$ cat src/rtl/fifo_word_serializer_if.sv
// FIFO read port plus byte-stream handshake for the word serializer.
// master = serializer side, slave = FIFO/link side.
interface fifo_word_serializer_if #(
    parameter int DATA_WIDTH = 32
);
    logic                  fifo_empty;
    logic [DATA_WIDTH-1:0] fifo_data;
    logic                  fifo_en;
    logic                  fifo_rd;
    logic [7:0]            byte_out;
    logic                  byte_valid;
    logic                  byte_ready;
    logic                  byte_last;

    modport master (
        input  fifo_empty,
        input  fifo_data,
        input  byte_ready,
        output fifo_en,
        output fifo_rd,
        output byte_out,
        output byte_valid,
        output byte_last
    );

    modport slave (
        output fifo_empty,
        output fifo_data,
        output byte_ready,
        input  fifo_en,
        input  fifo_rd,
        input  byte_out,
        input  byte_valid,
        input  byte_last
    );
endinterface

$ cat src/rtl/fifo_word_serializer.sv
// Drains FIFO words one at a time and streams them out as bytes.
// Counts words whose final byte was accepted downstream.
module fifo_word_serializer #(
    parameter int DATA_WIDTH = 32,
    parameter bit MSB_FIRST  = 1'b1,
    parameter int CNT_WIDTH  = 16
) (
    input  logic                 clk,
    input  logic                 rst,
    input  logic                 enable,
    fifo_word_serializer_if.master bus,
    output logic                 busy,
    output logic [CNT_WIDTH-1:0] word_count
);
    localparam int LANES = DATA_WIDTH / 8;
    localparam int LW = (LANES > 1) ? $clog2(LANES) : 1;
    localparam logic [LW-1:0] LAST = LW'(LANES - 1);

    typedef enum logic [1:0] {
        IDLE,
        REQ,
        WAIT,
        SEND
    } state_t;

    state_t                state;
    logic [LW-1:0]         lane;
    logic [LW-1:0]         lane_nxt;
    logic [DATA_WIDTH-1:0] shreg;
    logic                  fetch;

    assign lane_nxt = lane + 1'b1;
    assign fetch    = enable && !bus.fifo_empty;

    function automatic logic [7:0] pick(
        input logic [DATA_WIDTH-1:0] d,
        input logic [LW-1:0]         idx
    );
        if (MSB_FIRST)
            return d[DATA_WIDTH-1-8*int'(idx) -: 8];
        else
            return d[8*int'(idx) +: 8];
    endfunction

    // fifo_empty is only looked at when a fetch decision is made,
    // so at most one read is ever outstanding.
    always_ff @(posedge clk or negedge rst) begin
        if (!rst) begin
            state          <= IDLE;
            lane           <= '0;
            shreg          <= '0;
            busy           <= 1'b0;
            word_count     <= '0;
            bus.fifo_en    <= 1'b0;
            bus.fifo_rd    <= 1'b0;
            bus.byte_out   <= 8'h00;
            bus.byte_valid <= 1'b0;
            bus.byte_last  <= 1'b0;
        end else begin
            unique case (state)
                IDLE: begin
                    if (fetch) begin
                        state       <= REQ;
                        bus.fifo_en <= 1'b1;
                        bus.fifo_rd <= 1'b1;
                        busy        <= 1'b1;
                    end
                end
                REQ: begin
                    state       <= WAIT;
                    bus.fifo_en <= 1'b0;
                    bus.fifo_rd <= 1'b0;
                end
                WAIT: begin
                    state          <= SEND;
                    shreg          <= bus.fifo_data;
                    lane           <= '0;
                    bus.byte_out   <= pick(bus.fifo_data, '0);
                    bus.byte_valid <= 1'b1;
                    bus.byte_last  <= (LANES == 1);
                end
                SEND: begin
                    if (bus.byte_ready) begin
                        if (lane == LAST) begin
                            word_count     <= word_count + 1'b1;
                            bus.byte_valid <= 1'b0;
                            bus.byte_last  <= 1'b0;
                            if (fetch) begin
                                state       <= REQ;
                                bus.fifo_en <= 1'b1;
                                bus.fifo_rd <= 1'b1;
                            end else begin
                                state <= IDLE;
                                busy  <= 1'b0;
                            end
                        end else begin
                            lane          <= lane_nxt;
                            bus.byte_out  <= pick(shreg, lane_nxt);
                            bus.byte_last <= (lane_nxt == LAST);
                        end
                    end
                end
                default: state <= IDLE;
            endcase
        end
    end
endmodule

$ cat src/flat_wrapper.sv
// flat-port wrapper written by rule: the top's interface ports become plain ports
module fifo_word_serializer_flat 
#(
    parameter int DATA_WIDTH = 32,
    parameter bit MSB_FIRST  = 1'b1,
    parameter int CNT_WIDTH  = 16
)
  (clk, rst, enable, busy, word_count, bus_fifo_empty, bus_fifo_data, bus_byte_ready, bus_fifo_en, bus_fifo_rd, bus_byte_out, bus_byte_valid, bus_byte_last);
  fifo_word_serializer_if #(.DATA_WIDTH(DATA_WIDTH)) bus_i ();
  input  logic clk;
  input  logic rst;
  input  logic enable;
  output logic busy;
  output logic [CNT_WIDTH-1:0] word_count;
  input wire logic [$bits(bus_i.fifo_empty)-1:0] bus_fifo_empty;
  input wire logic [$bits(bus_i.fifo_data)-1:0] bus_fifo_data;
  input wire logic [$bits(bus_i.byte_ready)-1:0] bus_byte_ready;
  output wire logic [$bits(bus_i.fifo_en)-1:0] bus_fifo_en;
  output wire logic [$bits(bus_i.fifo_rd)-1:0] bus_fifo_rd;
  output wire logic [$bits(bus_i.byte_out)-1:0] bus_byte_out;
  output wire logic [$bits(bus_i.byte_valid)-1:0] bus_byte_valid;
  output wire logic [$bits(bus_i.byte_last)-1:0] bus_byte_last;
  assign bus_i.fifo_empty = bus_fifo_empty;
  assign bus_i.fifo_data = bus_fifo_data;
  assign bus_i.byte_ready = bus_byte_ready;
  assign bus_fifo_en = bus_i.fifo_en;
  assign bus_fifo_rd = bus_i.fifo_rd;
  assign bus_byte_out = bus_i.byte_out;
  assign bus_byte_valid = bus_i.byte_valid;
  assign bus_byte_last = bus_i.byte_last;
  fifo_word_serializer #(.DATA_WIDTH(DATA_WIDTH), .MSB_FIRST(MSB_FIRST), .CNT_WIDTH(CNT_WIDTH)) u_core (.clk(clk), .rst(rst), .enable(enable), .bus(bus_i), .busy(busy), .word_count(word_count));
endmodule
$ cat config.mk
export PLATFORM = sky130hd
export DESIGN_NAME = fifo_word_serializer_flat
export DESIGN_NICKNAME = d
export VERILOG_FILES = /design/src/rtl/fifo_word_serializer_if.sv /design/src/rtl/fifo_word_serializer.sv /design/src/flat_wrapper.sv
export SDC_FILE = /design/constraint.sdc
export NUM_CORES = 1
export LEC_CHECK = 0
export CORE_MARGIN = 2
export CORE_UTILIZATION = 54
export DETAILED_ROUTE_END_ITERATION = 16
export PLACE_DENSITY_LB_ADDON = 0.15
export SETUP_SLACK_MARGIN = 0.3
export SLEW_MARGIN = 10
export SYNTH_ARGS = -nofsm -noshare
export SYNTH_HDL_FRONTEND = slang
export SYNTH_SLANG_ARGS = --single-unit
$ cat constraint.sdc
create_clock -name clk -period 6 [get_ports clk]
set_input_delay 0.9 -clock clk [delete_from_list [all_inputs] [get_ports clk]]
set_output_delay 0.9 -clock clk [all_outputs]
set_load 0.02 [all_outputs]
Word-level counts from Yosys, hierarchy flattened
Cells that the tools add are included.
{"block": "totals", "register_bits": 65, "in_bits": 37, "word_cells": 67}
{"block": "op_classes", "add_sub_neg": 3, "n_eq_ne": 10, "shifts": 1, "n_mux": 30, "n_reduce_logical": 13}
{"op": "39-bit by 32-bit indexed part select with 8-bit output", "n": 1}
{"op": "16-bit by 1-bit adder with 16-bit output, second input constant", "n": 1}
{"op": "8-bit 2-to-1 mux", "n": 2}
{"op": "8-bit case mux with 2 select lines", "n": 1}
{"op": "1-bit 2-to-1 mux", "n": 15}
{"op": "3-bit AND reduction", "n": 5}
{"op": "2-bit 2-to-1 mux", "n": 5}
{"op": "2-bit equality test, second input constant", "n": 4}
{"op": "2-bit case mux with 4 select lines", "n": 1}
{"op": "2-bit != test, second input constant", "n": 3}
{"op": "1-bit case mux with 2 select lines", "n": 3}
{"op": "1-bit case mux with 3 select lines", "n": 2}
{"op": "5-bit by 5-bit subtractor with 6-bit output, first input constant", "n": 1}
{"op": "5-bit AND reduction", "n": 1}
{"op": "2-bit by 1-bit != test with 1-bit output, second input constant", "n": 2}
{"op": "2-bit case mux with 2 select lines", "n": 1}
{"op": "2-bit nonzero test", "n": 2}
{"op": "3-bit nonzero test", "n": 1}
{"op": "2-bit by 1-bit adder with 2-bit output, second input constant", "n": 1}
{"op": "2-bit by 1-bit equality test with 1-bit output, second input constant", "n": 1}
{"op": "2-bit logical NOT", "n": 1}
{"op": "2-bit AND reduction", "n": 1}
{"op": "1-bit logical AND", "n": 1}
{"op": "1-bit logical NOT", "n": 1}

Depth between registers and ports, before layout
{"block": "logic_depth", "word_depth": 6, "depth_mapped": 8, "mapped_depth_nobuf": 6}

Worst setup path before layout
OpenSTA, ideal clock, no wires.
{"block": "synth_path", "path_type": "register to register", "from": "reg u_core.lane[0]", "to": "reg u_core.bus.byte_out[0]", "arrival_ns": 1.796, "slack_ns": 4.078, "path_stages_with_launch": 8, "path_buffers": 2, "period_less_slack_ns": 1.922, "cell_sequence": "dfrtp_1 -> buf_2 -> inv_1 -> ha_1 -> clkbuf_1 -> mux4_2 -> mux2i_1 -> a21oi_1"}
{"block": "synth_via", "elab_chain_len": 6, "word_cells_on_any_way": 9, "cone_classes": "add/sub (2); eq/ne (2); shift (1); mux (3); reduce/logical (1)"}
{"element": "start, declared", "line_no": "fifo_word_serializer.sv:27", "source": "logic [LW-1:0] lane;"}
{"element": "start signal, assigned", "line_no": "fifo_word_serializer.sv:97", "source": "lane <= lane_nxt;"}
{"element": "2-bit by 1-bit adder with 2-bit output", "line_no": "fifo_word_serializer.sv:32", "source": "assign lane_nxt = lane + 1'b1;"}
{"element": "5-bit by 5-bit subtractor with 6-bit output", "line_no": "fifo_word_serializer.sv:40", "source": "return d[DATA_WIDTH-1-8*int'(idx) -: 8];"}
{"element": "39-bit by 32-bit indexed part select with 8-bit output", "line_no": "fifo_word_serializer.sv:40"}
{"element": "8-bit 2-to-1 mux", "line_no": "fifo_word_serializer.sv:84", "source": "if (lane == LAST) begin"}
{"element": "8-bit 2-to-1 mux", "line_no": "fifo_word_serializer.sv:83", "source": "if (bus.byte_ready) begin"}
{"element": "8-bit case mux with 2 select lines", "line_no": "fifo_word_serializer.sv:60", "source": "unique case (state)"}
{"element": "end signal, assigned", "line_no": "fifo_word_serializer.sv:78", "source": "bus.byte_out <= pick(bus.fifo_data, '0);"}
{"element": "end signal, assigned", "line_no": "fifo_word_serializer.sv:98", "source": "bus.byte_out <= pick(shreg, lane_nxt);"}
{"element": "end, declared", "line_no": "fifo_word_serializer_if.sv:21", "source": "output byte_out,"}
Parallel ways exist; a longest one is shown, timed or not. The select of a mux whose other input is x is not followed.
A chain may end at the register's enable or synchronous reset.

Worst setup path in the final report
{"block": "layout_path", "from": "reg u_core.word_count[6]", "to": "out word_count[6]"}
{"element": "start, declared", "line_no": "fifo_word_serializer.sv:13", "source": "output logic [CNT_WIDTH-1:0] word_count"}
{"element": "start signal, assigned", "line_no": "fifo_word_serializer.sv:85", "source": "word_count <= word_count + 1'b1;"}
{"element": "end, declared", "line_no": "flat_wrapper.sv:14", "source": "output logic [CNT_WIDTH-1:0] word_count;"}
No word-level cell between the ends.

==> metrics.yaml <==
die:
  io_pins: 66
  core_area_um2: 5470
  die_w_um: 78.8
  initial_core_util_pct: 55.2
  dieArea_um2: 6210
  row_count: 27
  dieHeight_um: 78.8
yosys:
  ys_seq_elements: 65
  ys_seq_area_share_pct: 53.8
  synthSimpleGateAreaFrac_pct: 8.90
  synth_xor_area_share_pct: 4.35
  synth.avg_cell_area_um2: 13.1
  syn_nets: 278
  synth.distinct_cells: 34
  synth_cells: 231
  synth_top_family_by_area: "multiplexers"
  synthMuxAreaShare_pct: 22.0
  synth_compound_area_share_pct: 4.30
  yosysWarnings: 0
  yosys.area_share.adder_pct: 4.14
  netlist_area_um2: 3020
timing:
  rsz0062_at_grt: "no"
  period_share_pct: 38.2
  tightest_slew_ns: 0.823
  min_period_ns: 2.29
  relSlewSlack_pct: 45.1
  drv_slew: 0
  finalSetupViolCount: 0
  tns_ns: 0
  setup_ws_ns: 3.71
  fin_skew_ns: 0.00686
  timing.fmax_ghz: 0.437
  hold_viol: 0
critical_path:
  path_cells: "clkdlybuf4s50_1"
  cp_max_fo: 5
  rrSetupSlack_ns: 3.75
  cp-start-kind: "flop"
  arrival_ns: 1.39
  worst-setup-path-type: "reg2out"
  path_buf_inv: 1
  crit_slowest_cell: "clkdlybuf4s50_1"
  cpLargestDelayFamily: "buffers and inverters"
  cp-end-kind: "output port"
  max_stage_delay_ns: 0.63
  worstPathRequired_ns: 5.10
final_layout:
  antenna_cells: 0
  post-route-util_pct: 72.3
  fill_cells: 406
  areaGrowthSynthToFinish_pct: 30.8
  layout-drive-gt1-share_pct: 21.5
  num-nets-final: 345
  instances_no_fill: 374
outcome:
  outcome: "completed"
clocking:
  cts_buffer_depth: 2
  hold_buffers: 0
  clk_latency_ns: 0.33
  cts_made_buffers: 9
  clk_pin_slew_ns: 0.07
  clkSinkCount: 65
  cts_tree: "built"
  cts-htree-levels: 3
  cts_root_buf: "clkbuf_8"
  cts_resized: 0
  post_cts_buffers: 0
detailed_routing:
  drc: 0
  routedWlPerCell_um: 14.8
  drt-pass1-iter-count: 4
  ant_nets: 0
  wirelength_um: 5550
  first_iter_violations: 113
  num_vias: 2010
  via_per_inst: 5.37
min_path:
  min_path_type: "reg2reg"
placement:
  place_ws_ns: 3.40
  place.gp.congestion: 0.740
  hpwl_um: 3790
  placed_cells: 359
  portBuffers: 65
power:
  ir_drop_uv: 275
  p_switching_uw: 604
  power_frac_clock_pct: 22.3
  total_power_uw: 1900
  p_leak_uw: 0.00166
  pwr-share-comb_pct: 39.8
  p_per_area_nw_per_um2: 480
  sw_frac_of_total_pct: 31.8
  cell_internal_pwr_uw: 1290
  pwr-share-seq_pct: 37.9
run:
  max_cap_violations: 0
grt:
  grt_start_max_net_pins: 66
  antenna_found_initial: 0
  grt_pass1_wl_um: 9420
  grt_usage_pct: 19.7
  grt_pass1_vias: 2003
  overflow: 0
logic make-up after synthesis:
family                     Yosys count
buffers and inverters               17
and+or+nand+nor                     50
muxes                               52
DFF                                 65
adders and majority gates           10
xor gates and xnor gates            15
AOI/OAI and AO/OA                   22
metrics by stage:
stage	cell area, um2	hold slack, ns
global placement	3730	0.464
finish	3960	0.481
floorplan	3020	0.475
detailed placement	3730	0.481
CTS	3960	0.486
global route	3960	0.512
layout make-up:
cell class | count | area [um2] | area share, %
Sequential cell | 65 | 1630 | 41.1
Multi-Input combinational cell | 149 | 1330 | 33.5
Timing Repair Buffer | 67 | 661 | 16.7
Clock buffer | 13 | 169 | 4.27
Tap cell | 72 | 90.1 | 2.28
Clock inverter | 2 | 60.1 | 1.52
Inverter | 6 | 22.5 | 0.569
layout by cell type (no fill, tap or decap), drive strengths merged, types with 2 or more instances in the layout:
cell type / instances
a21oi: 11
and2: 2
buf: 3
bufinv: 2
clkbuf: 13
clkdlybuf4s50: 64
dfrtp: 65
ha: 10
inv: 6
mux2: 35
mux2i: 9
mux4: 8
nand2: 11
nand3: 8
nand4: 5
nor2: 16
nor2b: 3
nor3: 2
o21a: 2
o21ai: 4
xnor2: 12
xor2: 3
metal layers:
layer	up-vias	share of wire [%]	track usage, %
met4	0	0.65	5.69
met3	6	5.7	6.70
met5	-	0	0
li1	952	-	-
met1	1002	43	24.7
met2	50	50	32.7
sequential cells by signal, indices dropped and copies added, names as in the netlist:
register               flops
u_core.lane                2
u_core.shreg              32
u_core.bus.byte_valid      1
u_core.state               2
u_core.word_count         16
u_core.bus.byte_last       1
u_core.bus.fifo_rd         1
u_core.bus.fifo_en         1
u_core.bus.byte_out        8
u_core.busy                1
cells in the mapped netlist:
master	count	area, um2
a21oi_1	11	55.1
nor3_1	1	5.00
nand4_2	1	12.5
clkbuf_1	1	3.75
nor2_2	1	6.26
o32ai_1	1	8.76
o22ai_1	1	6.26
o21ai_1	4	20.0
nand2b_1	1	6.26
mux2_1	1	11.3
nor2b_2	1	8.76
xor2_1	3	26.3
buf_2	10	50.1
nand2_1	11	41.3
nor4_1	1	6.26
mux2i_1	9	90.1
inv_1	6	22.5
xnor2_1	12	105
dfrtp_1	65	1630
a211o_1	1	8.76
nor3_4	1	16.3
a21o_1	1	7.51
mux2_2	34	383
nand3_4	1	17.5
ha_1	10	125
nand4_1	4	25.0
nand3_1	7	35.0
and2_1	2	12.5
mux4_2	8	180
o21a_1	2	15.0
nand3b_1	1	7.51
nor2b_1	2	12.5
nor2_1	15	56.3
a22o_1	1	8.76
path summary, 6_finish.rpt:
path	from	to	cells past startpoint
max	u_core.word_count[6]$_DFFE_PN0P_	word_count[6]	1
max in group asynchronous	rst	u_core.shreg[15]$_DFFE_PN0P_	2
max reg2reg	u_core.lane[0]$_DFFE_PN0P_	u_core.bus.byte_out[6]$_DFFE_PN0P_	5
min in group asynchronous	rst	u_core.bus.fifo_rd$_DFFE_PN0P_	2
min reg2reg	u_core.word_count[15]$_DFFE_PN0P_	u_core.word_count[15]$_DFFE_PN0P_	1
min	u_core.word_count[15]$_DFFE_PN0P_	u_core.word_count[15]$_DFFE_PN0P_	1
power groups by stage:
stage | Combinational [uW] | Clock [uW] | Sequential (uW)
6_report | 756 | 423 | 720
5_1_grt | 830 | 454 | 743
4_1_cts | 765 | 433 | 722
3_5_place_dp | 763 | 0 | 728
3_3_place_gp | 747 | 0 | 719
2_1_floorplan | 518 | 0 | 742
Note: power is estimated with default switching activity, not from simulation.
